==> config.mk <==
export PLATFORM = sky130hd
export DESIGN_NAME = serial_vedic_subtractor
export DESIGN_NICKNAME = d
export VERILOG_FILES = /design/src/rtl/serial_vedic_subtractor.sv
export SDC_FILE = /design/constraint.sdc
export NUM_CORES = 1
export LEC_CHECK = 0
export ABC_AREA = 1
export BUFFER_PORTS_ARGS = -buffer_cell sky130_fd_sc_hd__buf_2
export CAP_MARGIN = 10
export CORE_ASPECT_RATIO = 1.5
export CORE_MARGIN = 3
export CORE_UTILIZATION = 30
export CTS_CLUSTER_SIZE = 25
export DETAILED_ROUTE_END_ITERATION = 12
export GPL_ROUTABILITY_DRIVEN = 0
export PLACE_DENSITY_LB_ADDON = 0.08
export SLEW_MARGIN = 20
export SYNTH_ARGS = -nofsm -noshare
export SYNTH_HDL_FRONTEND = slang
export SYNTH_SLANG_ARGS = --single-unit
==> constraint.sdc <==
create_clock -name clk -period 1.3 [get_ports clk]
set_input_delay 0.195 -clock clk [delete_from_list [all_inputs] [get_ports clk]]
set_output_delay 0.195 -clock clk [all_outputs]
set_load 0.02 [all_outputs]
==> src/rtl/serial_vedic_subtractor.sv <==
// serial_vedic_subtractor
// Bit-serial WIDTH-bit subtractor computing in1 - in2 - bin, LSB first, one
// bit per clock through a registered borrow. Operands arrive and results
// leave over valid/ready handshakes; operations never overlap.
//
// Ports:
//   clk        rising-edge clock
//   rst        synchronous, active-high reset
//   in1, in2   minuend, subtrahend (WIDTH bits)
//   bin        borrow-in
//   in_valid   operands valid           in_ready   block can accept operands
//   diff       difference (registered)  bout       borrow-out (registered)
//   out_valid  diff/bout valid          out_ready  consumer accepts result
//
// Build option: define APPROX_LSB_EN to compute the low APPROX_BITS bits as
// a^b with the borrow held at bin; exact borrow chaining resumes above them.
module serial_vedic_subtractor #(
    parameter int unsigned WIDTH       = 4,
    parameter int unsigned APPROX_BITS = 2
) (
    input  logic             clk,
    input  logic             rst,
    input  logic [WIDTH-1:0] in1,
    input  logic [WIDTH-1:0] in2,
    input  logic             bin,
    input  logic             in_valid,
    output logic             in_ready,
    output logic [WIDTH-1:0] diff,
    output logic             bout,
    output logic             out_valid,
    input  logic             out_ready
);

    localparam int unsigned CW = (WIDTH > 2) ? $clog2(WIDTH) : 1;

    localparam logic [1:0] S_IDLE = 2'd0;
    localparam logic [1:0] S_RUN  = 2'd1;
    localparam logic [1:0] S_DONE = 2'd2;

    // Elaboration-time parameter sanity check.
    if (WIDTH < 2 || APPROX_BITS > WIDTH) begin : g_bad_params
        $error("serial_vedic_subtractor: need WIDTH >= 2 and APPROX_BITS <= WIDTH");
    end

    logic [1:0]       state,  state_n;
    logic [WIDTH-1:0] a_sr,   a_n;
    logic [WIDTH-1:0] b_sr,   b_n;
    logic [WIDTH-1:0] r_sr,   r_n;
    logic             br,     br_n;
    logic [CW-1:0]    cnt,    cnt_n;
    logic [WIDTH-1:0] diff_n;
    logic             bout_n;
    logic             out_valid_n;
    logic             in_ready_n;
    logic             a_bit, b_bit, d_bit, br_nx;
    logic             last;

    // Next-state, datapath and output logic.
    always_comb begin
        state_n     = state;
        a_n         = a_sr;
        b_n         = b_sr;
        r_n         = r_sr;
        br_n        = br;
        cnt_n       = cnt;
        diff_n      = diff;
        bout_n      = bout;
        out_valid_n = out_valid;

        a_bit = a_sr[0];
        b_bit = b_sr[0];
        last  = (cnt == CW'(WIDTH - 1));

        // Full-subtractor bit slice.
        d_bit = a_bit ^ b_bit ^ br;
        br_nx = (~a_bit & b_bit) | (~(a_bit ^ b_bit) & br);
`ifdef APPROX_LSB_EN
        // Low bits ignore the borrow chain; the register keeps bin for them.
        if (int'(cnt) < int'(APPROX_BITS)) begin
            d_bit = a_bit ^ b_bit;
            br_nx = br;
        end
`endif

        case (state)
            S_IDLE: begin
                if (in_valid && in_ready) begin
                    a_n     = in1;
                    b_n     = in2;
                    br_n    = bin;
                    r_n     = '0;
                    cnt_n   = '0;
                    state_n = S_RUN;
                end
            end
            S_RUN: begin
                a_n   = a_sr >> 1;
                b_n   = b_sr >> 1;
                r_n   = {d_bit, r_sr[WIDTH-1:1]};
                br_n  = br_nx;
                cnt_n = cnt + CW'(1);
                if (last) begin
                    diff_n      = {d_bit, r_sr[WIDTH-1:1]};
                    bout_n      = br_nx;
                    out_valid_n = 1'b1;
                    cnt_n       = '0;
                    state_n     = S_DONE;
                end
            end
            S_DONE: begin
                if (out_ready) begin
                    out_valid_n = 1'b0;
                    state_n     = S_IDLE;
                end
            end
            default: begin
                out_valid_n = 1'b0;
                state_n     = S_IDLE;
            end
        endcase

        // Ready is registered, so it is raised for the cycle we will be idle in.
        in_ready_n = (state_n == S_IDLE);
    end

    // State and output registers.
    always_ff @(posedge clk) begin
        if (rst) begin
            state     <= S_IDLE;
            a_sr      <= '0;
            b_sr      <= '0;
            r_sr      <= '0;
            br        <= 1'b0;
            cnt       <= '0;
            diff      <= '0;
            bout      <= 1'b0;
            out_valid <= 1'b0;
            in_ready  <= 1'b0;
        end else begin
            state     <= state_n;
            a_sr      <= a_n;
            b_sr      <= b_n;
            r_sr      <= r_n;
            br        <= br_n;
            cnt       <= cnt_n;
            diff      <= diff_n;
            bout      <= bout_n;
            out_valid <= out_valid_n;
            in_ready  <= in_ready_n;
        end
    end

endmodule

======== Yosys cells after proc, flatten, opt, wreduce, memory -nomap -nowiden ========
Index checks and enable logic that the tools add are counted.
storage, ports and cells
  register bits after elaboration ......... 24
  input port bits ......................... 13
  output and inout port bits .............. 7
operators by class
  $add $sub $neg .......................... 1
  eq/ne operators ......................... 6
  muxes and demuxes ....................... 18
  bitwise operators ....................... 8
  reductions and logical operators ........ 7
operator list
  cell                                                 count
  case mux 4 bit (2 select lines)                      3
  two-way mux 4 bit                                    3
  two-way mux 2 bit                                    5
  != test 2 bit, second input constant                 3
  case mux 2 bit (3 select lines)                      1
  equality test 2 bit, second input constant           2
  zero test 2 bit                                      2
  case mux 2 bit (2 select lines)                      1
  AND reduction 2 bit                                  2
  two-way mux 1 bit                                    3
  inverter 1 bit                                       3
  case mux 1 bit (3 select lines)                      1
  AND reduction 3 bit                                  1
  adder 2 x 1 -> 2 bit, second input constant          1
  AND 1 bit                                            2
  equality test 2 x 1 -> 1 bit, second input constant  1
  case mux 1 bit (2 select lines)                      1
  nonzero test 2 bit                                   1
  XOR 1 bit                                            2
  logical AND 1 bit                                    1
  bitwise OR 1 bit                                     1

======== Depth between registers and ports, before layout ========
  word-level depth ........................ 5
  mapped depth ............................ 7

======== Worst setup path after synthesis ========
OpenSTA, ideal clock, no wires.
  path type ............................... reg-to-reg
  start ................................... register b_sr[0]
  end ..................................... register diff[3]
  library setup time ...................... 128 ps
  arrival time ............................ 987 ps
  setup slack ............................. 185 ps
  cell stages (with the launch flop) ...... 7
  buffers on the path ..................... 0
  period minus slack after synthesis ...... 1115 ps
  cells stage by stage .................... dfxtp_1 > inv_1 > fa_1 > inv_1 > nand2_1 > nand2_1 > nor2_1
between the ends
  cells in the longest elaborated chain, start to end .. 2
RTL lines
  element                   RTL line  text
  start: declaration        47        logic [WIDTH-1:0] b_sr, b_n;
  start signal: assignment  142       b_sr <= b_n;
  XOR 1 bit (2 in series)   75        d_bit = a_bit ^ b_bit ^ br;
  named net d_bit           55        logic a_bit, b_bit, d_bit, br_nx;
  end signal: assignment    146       diff <= diff_n;
  end: declaration          28        output logic [WIDTH-1:0] diff,
The timed path passes the listed nets, and every way through them passes these cells.
A chain may end at the register's enable or synchronous reset.

======== Final worst setup path ========
  start ................................... register b_sr[0]
  end ..................................... register br
between the ends
  cells in the longest elaborated chain, start to end .. 5
  elaborated cells between the ends (all ways) .. 6
  classes of those cells .................. mux: 1; bitwise: 5
RTL lines
  element                              RTL line  text
  XOR 1 bit                            76        br_nx = (~a_bit & b_bit) | (~(a_bit ^ b_bit) & br);
  inverter 1 bit                       76
  AND 1 bit                            76
  bitwise OR 1 bit (*)                 76
  case mux 1 bit (2 select lines) (*)  85        case (state)
  end signal: assignment               144       br <= br_n;
  end: declaration                     49        logic br, br_n;
Mark *: on every way between the ends. The rest lies on a longest branch, timed or not.

==> reports/qor.yml <==
yosysUniqueCellTypes: 18
grt_pass1_vias: 999
final_hold_viol_count: 0
ys_ff_latch: 23
clock-sinks: 23
finalMaxSlewViolations: 0
gr-total-overflow: 0
status: "complete, no violations"
power_density_nw_per_um2: 1110
final.period_utilization_pct: 89.58
antenna_cells: 0
syn_area_per_cell_um2: 6.787
utilization_pct: 37.96
grt_pass1_wl_um: 4340
htreeDepth: 1
dieArea_um2: 4517
route.detailed.drc: 0
leakage_nw: 0.6610
rows: 26
finalSetupViolCount: 0
drt-total-wl_um: 2385
path_max_fanout: 2
start_kind: "flop"
die_x_um: 55.89
post_cts_buffers: 0
synth-seq-area-share_pct: 41.12
syn_nets: 180
criticalPathCategory: "flop to flop"
cap_violations: 0
insertion_delay_ps: 260
worstSetupEndpointType: "flop"
core_area_um2: 3481
numPortBuffers: 19
tritoncts: "yes"
detail_route.iter0.violations: 12
hp-class: "input pin to flop"
cts_hold_buf: 0
min_period_ps: 1164
worst_pin_slew_ps: 381.2
syn_to_final_growth_pct: 17.99
fmax_mhz: 858.7
cts-resized-gates: 0
required_ps: 1500
ctsRootBufferMaster: "clkbuf_8"
cts_buffers: 3
final_cell_mix: "47 x nand2_1, 26 x nor2_1, 23 x nand3_1, 23 x dfxtp_1, 21 x inv_1"
grt_max_degree: 13
peakVddDrop_mv: 0.4807
cts.clk_slew.worst_paths_ps: 80
yosys_warnings: 0
arrival_ps: 1370
syn_area_um2: 1120
clockBufferDepth: 2
relSlewSlack_pct: 74.56
route.vias.total: 1029
place.detailed.hpwl_um: 1849
nets: 207
viasPerCell: 4.416
dr.pass1.iters: 4
antenna_found_initial: 0
drive_gt1_share_pct: 19.90
ios: 20
layout_commonest_cell: "nand2_1"
fin_tns_setup_ps: 0
routedWlPerCell_um: 10.24
drtAntennaViolNets: 0
start_util_pct: 32.17
die_h_um: 80.83
rsz0062_at_grt: "false"
gr-usage-all-layers_pct: 11.95
netlist_instances: 165
clock_skew_ps: 1.487
## report_power, final
group	internal (W)	total (W)	switching [W]	leakage, nW
logic	0.000104	0.000255	0.000151	0.451
clock network	0.000219	0.000442	0.000224	0.0228
registers	0.000745	0.000769	0.0000240	0.188
## Yosys cell counts
cell	number	area, um^2
nand2_1	47	176.4
nor2_1	26	97.59
dfxtp_1	23	460.4
nand3_1	23	115.1
inv_1	21	78.83
a21oi_1	9	45.04
buf_6	3	33.78
inv_2	3	11.26
buf_4	1	7.510
clkbuf_1	1	3.750
clkbuf_8	1	13.76
fa_1	1	20.02
ha_1	1	12.51
nand2_2	1	6.260
nand2_4	1	11.26
nand3_2	1	10.01
nor2_4	1	11.26
o21ai_0	1	5.000
## path summary, 6_finish.rpt
kind | startpoint | end | slack [ps] | depth (start not counted)
worst max register to register | b_sr[0] | br | 140 | 7
worst min register to register | out_valid | out_valid | 450 | 2
worst max-delay path | b_sr[0] | br | 140 | 7
worst min-delay path | in1[3] | a_sr[3] | 210 | 3
## sequential cells by signal (all words and copies together) (netlist names)
| name | flops |
|---|---|
| cnt | 2 |
| state | 2 |
| r_sr | 3 |
| b_sr | 4 |
| diff | 4 |
| br | 1 |
| out_valid | 1 |
| a_sr | 4 |
| in_ready | 1 |
| bout | 1 |
## critical path: stages, from the launching register on
cell     delay [ps]
dfxtp_1         310
inv_1            60
fa_1            430
inv_1            80
nand3_1          70
nand2_1          60
nor2_1           40
nor2_1           70
## metal layers
layer | GRT usage [%] | part of all wire, % | wire length, um
met2 | 22.04 | 50 | 1203
met5 | 0 | 0 | 0
met1 | 13.82 | 44 | 1043
met3 | 2.067 | 4.1 | 97
met4 | 4.276 | 1.7 | 40
## kinds of logic (layout without fill, tap and decap cells)
family,count (synthesis),count (layout),share of synthesized area [%]
flops,23,23,41.12
fa+ha+maj,2,2,2.905
compound gates,10,10,4.469
buf+inv,30,56,13.30
simple gates,100,100,38.21
## cell type report
class	count	area (um^2)
Multi-Input combinational cell	112	510.5
Fill cell	390	2160
Timing Repair Buffer	28	162.7
Sequential cell	23	460.4
Inverter	24	90.09
Clock buffer	4	45.04
Tap cell	42	52.55
## metrics by stage
| step | instances | hold slack, ps | worst slack [ps] | area [um^2] | total power (W) |
|---|---|---|---|---|---|
| 6_report | 233 | 207.1 | 135.5 | 1321 | 0.001466 |
| 3_3_place_gp | 229 | 443.2 | 174.8 | 1276 | 0.001042 |
| 3_5_place_dp | 229 | 452.4 | 149.2 | 1276 | 0.001047 |
| 4_1_cts | 233 | 206.1 | 124.8 | 1321 | 0.001498 |
| 5_1_grt | 233 | 217.1 | 12.34 | 1321 | 0.001575 |
| 2_1_floorplan | 165 | 264.1 | 185.0 | 1120 | 0.0009799 |
Note: power is estimated with default switching activity, not from simulation.
